<file path="src/rtl/wb_irq_ctrl.sv">
// Wishbone interrupt controller: synchronises raw sources, applies edge/level mode,
// polarity and mask, and exposes a status / W1C register file on the slave port.
module wb_irq_ctrl #(
    parameter int          NUM_IRQ     = 20,
    parameter int          SYNC_STAGES = 2,
    parameter logic [31:0] RESET_MASK  = 32'h0
) (
    input  logic               wb_clk_i,
    input  logic               wb_rst_i,
    input  logic [31:0]        wb_adr_i,
    input  logic [31:0]        wb_dat_i,
    input  logic [3:0]         wb_sel_i,
    input  logic               wb_we_i,
    input  logic               wb_cyc_i,
    input  logic               wb_stb_i,
    output logic [31:0]        wb_dat_o,
    output logic               wb_ack_o,
    output logic               wb_err_o,
    input  logic [NUM_IRQ-1:0] irq_src_i,
    output logic [NUM_IRQ-1:0] irq_o,
    output logic               irq_any_o
);
    localparam logic [2:0] OFF_STATUS = 3'd0;
    localparam logic [2:0] OFF_MASK   = 3'd1;
    localparam logic [2:0] OFF_PEND   = 3'd2;
    localparam logic [2:0] OFF_MODE   = 3'd3;
    localparam logic [2:0] OFF_POL    = 3'd4;
    localparam logic [2:0] OFF_SWSET  = 3'd5;

    logic [NUM_IRQ-1:0] r_sync [SYNC_STAGES];
    logic [NUM_IRQ-1:0] r_hist, r_mask, r_mode, r_pol, r_pend;
    logic               r_ack, r_err;
    logic [31:0]        r_dat;

    logic [31:0]        w_be;
    logic [NUM_IRQ-1:0] w_be_n, w_wd, w_s, w_edge, w_clr, w_arm;
    logic [NUM_IRQ-1:0] w_mask_next, w_mode_next, w_pol_next, w_pend_next, w_rd_n;
    logic [2:0]         w_off;
    logic               w_req, w_map, w_wr;

    genvar gi;
    for (gi = 0; gi < 4; gi++) begin : g_be
        assign w_be[gi*8 +: 8] = {8{wb_sel_i[gi]}};
    end

    if (NUM_IRQ < 32) begin : g_unused_hi
        logic w_unused_hi;
        assign w_unused_hi = ^{wb_dat_i[31:NUM_IRQ], w_be[31:NUM_IRQ]};
    end
    logic w_unused_adr;
    assign w_unused_adr = ^{wb_adr_i[31:5], wb_adr_i[1:0]};

    assign w_off  = wb_adr_i[4:2];
    assign w_req  = wb_cyc_i & wb_stb_i & ~r_ack & ~r_err;
    assign w_map  = ~(w_off[2] & w_off[1]);
    assign w_wr   = w_req & wb_we_i & w_map;
    assign w_be_n = w_be[NUM_IRQ-1:0];
    assign w_wd   = wb_dat_i[NUM_IRQ-1:0] & w_be_n;
    assign w_s    = r_sync[SYNC_STAGES-1];

    assign w_mask_next = (w_wr && w_off == OFF_MASK) ? ((r_mask & ~w_be_n) | w_wd) : r_mask;
    assign w_mode_next = (w_wr && w_off == OFF_MODE) ? ((r_mode & ~w_be_n) | w_wd) : r_mode;
    assign w_pol_next  = (w_wr && w_off == OFF_POL)  ? ((r_pol  & ~w_be_n) | w_wd) : r_pol;

    // Edge detection runs on the raw synchronised history, so polarity/mode writes never fake an edge.
    assign w_edge = (~r_pol & w_s & ~r_hist) | (r_pol & ~w_s & r_hist)
                  | ((w_wr && w_off == OFF_SWSET) ? w_wd : '0);
    assign w_clr  = (w_wr && w_off == OFF_PEND) ? w_wd : '0;
    assign w_arm  = w_mode_next & ~r_mode;

    assign w_pend_next = ((r_mode & ((r_pend & ~w_clr) | w_edge))
                        | (~r_mode & (w_s ^ r_pol))) & ~w_arm;

    always_comb begin
        w_rd_n = '0;
        case (w_off)
            OFF_STATUS: w_rd_n = r_pend & r_mask;
            OFF_MASK:   w_rd_n = r_mask;
            OFF_PEND:   w_rd_n = r_pend;
            OFF_MODE:   w_rd_n = r_mode;
            OFF_POL:    w_rd_n = r_pol;
            default:    w_rd_n = '0;
        endcase
    end

    always_ff @(posedge wb_clk_i or posedge wb_rst_i) begin
        if (wb_rst_i) begin
            for (int i = 0; i < SYNC_STAGES; i++) r_sync[i] <= '0;
            r_hist <= '0;
            r_mask <= RESET_MASK[NUM_IRQ-1:0];
            r_mode <= '0;
            r_pol  <= '0;
            r_pend <= '0;
        end else begin
            r_sync[0] <= irq_src_i;
            for (int i = 1; i < SYNC_STAGES; i++) r_sync[i] <= r_sync[i-1];
            r_hist <= w_s;
            r_mask <= w_mask_next;
            r_mode <= w_mode_next;
            r_pol  <= w_pol_next;
            r_pend <= w_pend_next;
        end
    end

    always_ff @(posedge wb_clk_i or posedge wb_rst_i) begin
        if (wb_rst_i) begin
            r_ack <= 1'b0;
            r_err <= 1'b0;
            r_dat <= '0;
        end else begin
            r_ack <= w_req & w_map;
            r_err <= w_req & ~w_map;
            if (w_req) r_dat <= wb_we_i ? 32'h0 : 32'(w_rd_n);
        end
    end

    assign wb_ack_o  = r_ack;
    assign wb_err_o  = r_err;
    assign wb_dat_o  = r_dat;
    assign irq_o     = r_pend & r_mask;
    assign irq_any_o = |irq_o;
endmodule

</file>
<file path="config.mk">
export PLATFORM = sky130hd
export DESIGN_NAME = wb_irq_ctrl
export DESIGN_NICKNAME = d
export VERILOG_FILES = /design/src/rtl/wb_irq_ctrl.sv
export SDC_FILE = /design/constraint.sdc
export NUM_CORES = 1
export LEC_CHECK = 0
export ABC_AREA = 1
export CORE_MARGIN = 2
export CORE_UTILIZATION = 30
export DETAILED_ROUTE_END_ITERATION = 8
export HOLD_SLACK_MARGIN = 0.08
export SLEW_MARGIN = 10
export SYNTH_ARGS = -nofsm -noshare
export SYNTH_HDL_FRONTEND = slang
export SYNTH_SLANG_ARGS = --single-unit
</file>
<file path="constraint.sdc">
create_clock -name wb_clk_i -period 6.1 [get_ports wb_clk_i]
set_clock_uncertainty 0.1 [all_clocks]
set_input_delay 1.83 -clock wb_clk_i [delete_from_list [all_inputs] [get_ports wb_clk_i]]
set_output_delay 1.83 -clock wb_clk_i [all_outputs]
set_load 0.005 [all_outputs]
</file>
==> summary.md <==
| Metric | Value |
|---|---|
| Outcome | `complete, no violations` |
| CTS Hold Bufs | `0` |
| Worst Hold End | `w_s[0]` |
| Root Driver | `clkbuf_16` |
| Post-CTS Resized | `0` |
| Share of the synthesized area in the top cell type | `about half` |
| Achievable Freq | `about 0.24 GHz` |
| Detailed Route Iter0 Violations | `between 500 and 600` |
| Clk_lat worst skew | `0.44 ns` |
| CTS Buf Count | `17` |
| Leak pwr | `about 5.2 nW` |
| FP Rows | `60` |
| Final Critical Period | `approximately 4.1 ns` |
| Worst r2r path cells | `6` |
| H-tree depth | `4` |
| Final setup fails | `0` |
| Mapped Area | `about 8000 um^2` |
| Antenna Violating Nets Remaining | `0` |
| Fin worst setup slack | `between 2 and 2.5 ns` |
| FFs w/ async S/R, synth | `100%` |
| Final setup TNS | `0 ns` |
| Via/cell ratio | `around 4.6` |
| Worst hold path class | `register to register` |
| DP HPWL | `~14,000 um` |
| Max Cap Viol | `0` |
| Hold Vio Cnt, Final | `0` |
| Number of flops mapped to enable cells by yosys | `0` |
| Vias in the first global route | `about 6,400` |
| Starting Density | `between 30 and 40%` |
| Worst Setup Path Type | `input pin to register` |
| Max-slew headroom | `24.9%` |
| IO buf count | `93` |
| GP Congestion | `0.799` |
| WP data required | `6.33 ns` |
| Final wirelength | `21,000 um` |
| CP max FO | `28` |
| VDD IR max | `0.164 mV` |
| Critical-path cell list | `clkdlybuf4s50_1, nand2_1, nand3_2, nor2_4, buf_4, nand3_4, o21ai_0` |
| Pin count of the biggest net entering global routing | `~160` |
| Post-synth top area cell | `dfrtp_1` |
| Tightest Pin Transition | `between 1 and 1.5 ns` |
| Routed vias | `about 6,500` |
| Register area share after synthesis | `49.4%` |
| WL per Instance | `about 15 um` |
| Initial antenna violation count | `0` |
| Critical Path AT | `around 4.3 ns` |
| Syn_area_per_cell | `around 8.5 um^2` |
| R2r startpoint | `wb_ack_o` |
| Stages on the worst setup path | `7` |
| Biggest cell delay along the critical path | `about 0.55 ns` |
| Final Max Tran Viols | `0` |
| Syn-to-layout area delta | `21.8%` |
| Startpoint Class | `input pin` |
| Top cells by area, synth | `dfrtp_1, nand2_1, inv_1` |
| GRT overflow | `0` |
| Total Power | `2.80 mW` |
| Post-synth cell types | `30` |
| Number of setup buffers added after CTS | `0` |
| Die area | `28,700 um^2` |
| Gr usage total | `about 15%` |
| Register-to-register setup slack | `between 3 and 4 ns` |
| CTS tree | `built` |
| Maximum buffer depth of the clock tree | `2` |
| Seq cells post-synth | `~160` |
| Clock sink total | `between 150 and 200` |
| Worst Hold Depth | `0` |
| Worst hold start | `r_sync[20]` |
| Antenna Cells | `0` |
| Post-Place Setup Slack | `around 1.6 ns` |
| Synth Flop Type | `dfrtp_1` |
| Slowest stage cell on the critical path | `clkdlybuf4s50_1` |
| Area of the core | `approximately 27,000 um^2` |
| CP top delay family | `simple AND/OR/NAND/NOR gates` |
| DRC | `0` |
| Pre-antenna DRT Iters | `5` |
| Buf+Inv Stages, Crit Path | `2` |
| First-pass GRT wire length | `around 34,000 um` |
| Count of nets after finishing | `around 1,200` |
| Ys Warns | `0` |
| Clock Pin Slew Worst Setup and Hold Paths | `around 0.060 ns` |
| P per Cell Area | `~280 nW/um^2` |
| Crit path capture type | `register` |
| End-of-flow core utilization | `around 37%` |
| RSZ-0062 raised after global routing | `no` |
| Die Span X | `approximately 170 um` |
| I/O pins | `~150` |
| Mapped Cells | `971` |
| Layout cells sized above 1 | `about 6.5%` |
| Part of the cycle the worst path needs | `between 60% and 70%` |
| Die height | `169 um` |
[layer usage]
layer  up-vias  GRT usage [%]  wire (um)  share of wire, %
met4         0           4.50        236               1.1
met2       216           24.0       9500                45
met3        22           3.13       1340               6.4
met5         -              0          0                 0
met1      3102           21.5       9940                47
li1       3201              -          -                 -
[cell type report]
class / instances / area [um^2]
tap: 341 / 427
sequential: 162 / 4050
clock inverter: 14 / 130
multi-input combinational: 605 / 3310
timing repair buffer: 101 / 1000
clock buffer: 18 / 429
fill: 2753 / 16900
inverter: 171 / 646
[cell families after synthesis]
group | after synthesis | share of synthesized area, %
other | 1 | 0.0457
and+or+nand+nor | 398 | 21.0
adders and majority gates | 40 | 6.10
buffers and inverters | 215 | 11.2
AOI/OAI and AO/OA | 135 | 9.83
DFF | 162 | 49.4
muxes | 20 | 2.44
[where the power goes]
| group | switching, mW | total [mW] | internal, mW |
|---|---|---|---|
| combinational | 0.263 | 0.465 | 0.202 |
| sequential | 0.101 | 1.30 | 1.20 |
| clock | 0.466 | 1.03 | 0.567 |
[how the worst max path moves through the flow]
stage,from,endpoint
after floorplan,wb_rst_i,async pin
after global placement,wb_adr_i[4],register
after detailed placement,wb_adr_i[4],register
after CTS,wb_adr_i[4],register
after global routing,wb_adr_i[4],register
final,wb_adr_i[4],register
[through the flow]
stage          std cells  area (um^2)  hold slack, ns
6_report            1412         9990           0.246
5_1_grt             1412         9990           0.253
4_1_cts             1412         9990           0.250
3_5_place_dp        1380         9440           0.235
3_3_place_gp        1380         9440           0.233
2_1_floorplan        982         8250           0.231
[layout by cell type (no fill, tap or decap), types with 2 or more instances in the layout]
cell	count
a21oi_1	17
buf_4	7
clkbuf_16	17
clkdlybuf4s50_1	93
clkinv_1	2
clkinv_2	3
clkinv_4	3
clkinvlp_4	3
conb_1	12
dfrtp_1	162
ha_1	40
inv_1	167
inv_6	5
mux2i_1	20
nand2_1	308
nand3_1	64
nand3_2	4
nand3_4	3
nand4_1	3
nor2_1	5
nor2_4	2
nor2_8	2
nor4_1	3
o211ai_1	4
o211ai_2	13
o21ai_0	74
o21ai_1	9
o22ai_1	17
[Yosys cell counts, types with 4 or more instances]
library cell,count
nand2_1,308
o211ai_1,4
buf_4,15
inv_1,168
mux2i_1,20
a21oi_1,17
o21ai_0,74
nor2_1,5
o22ai_1,17
o211ai_2,13
nand3_1,64
buf_2,13
o21ai_1,9
ha_1,40
dfrtp_1,162
nand3_2,4
buf_6,5
clkbuf_1,11
No activity file was read; power rests on OpenSTA's default activity.
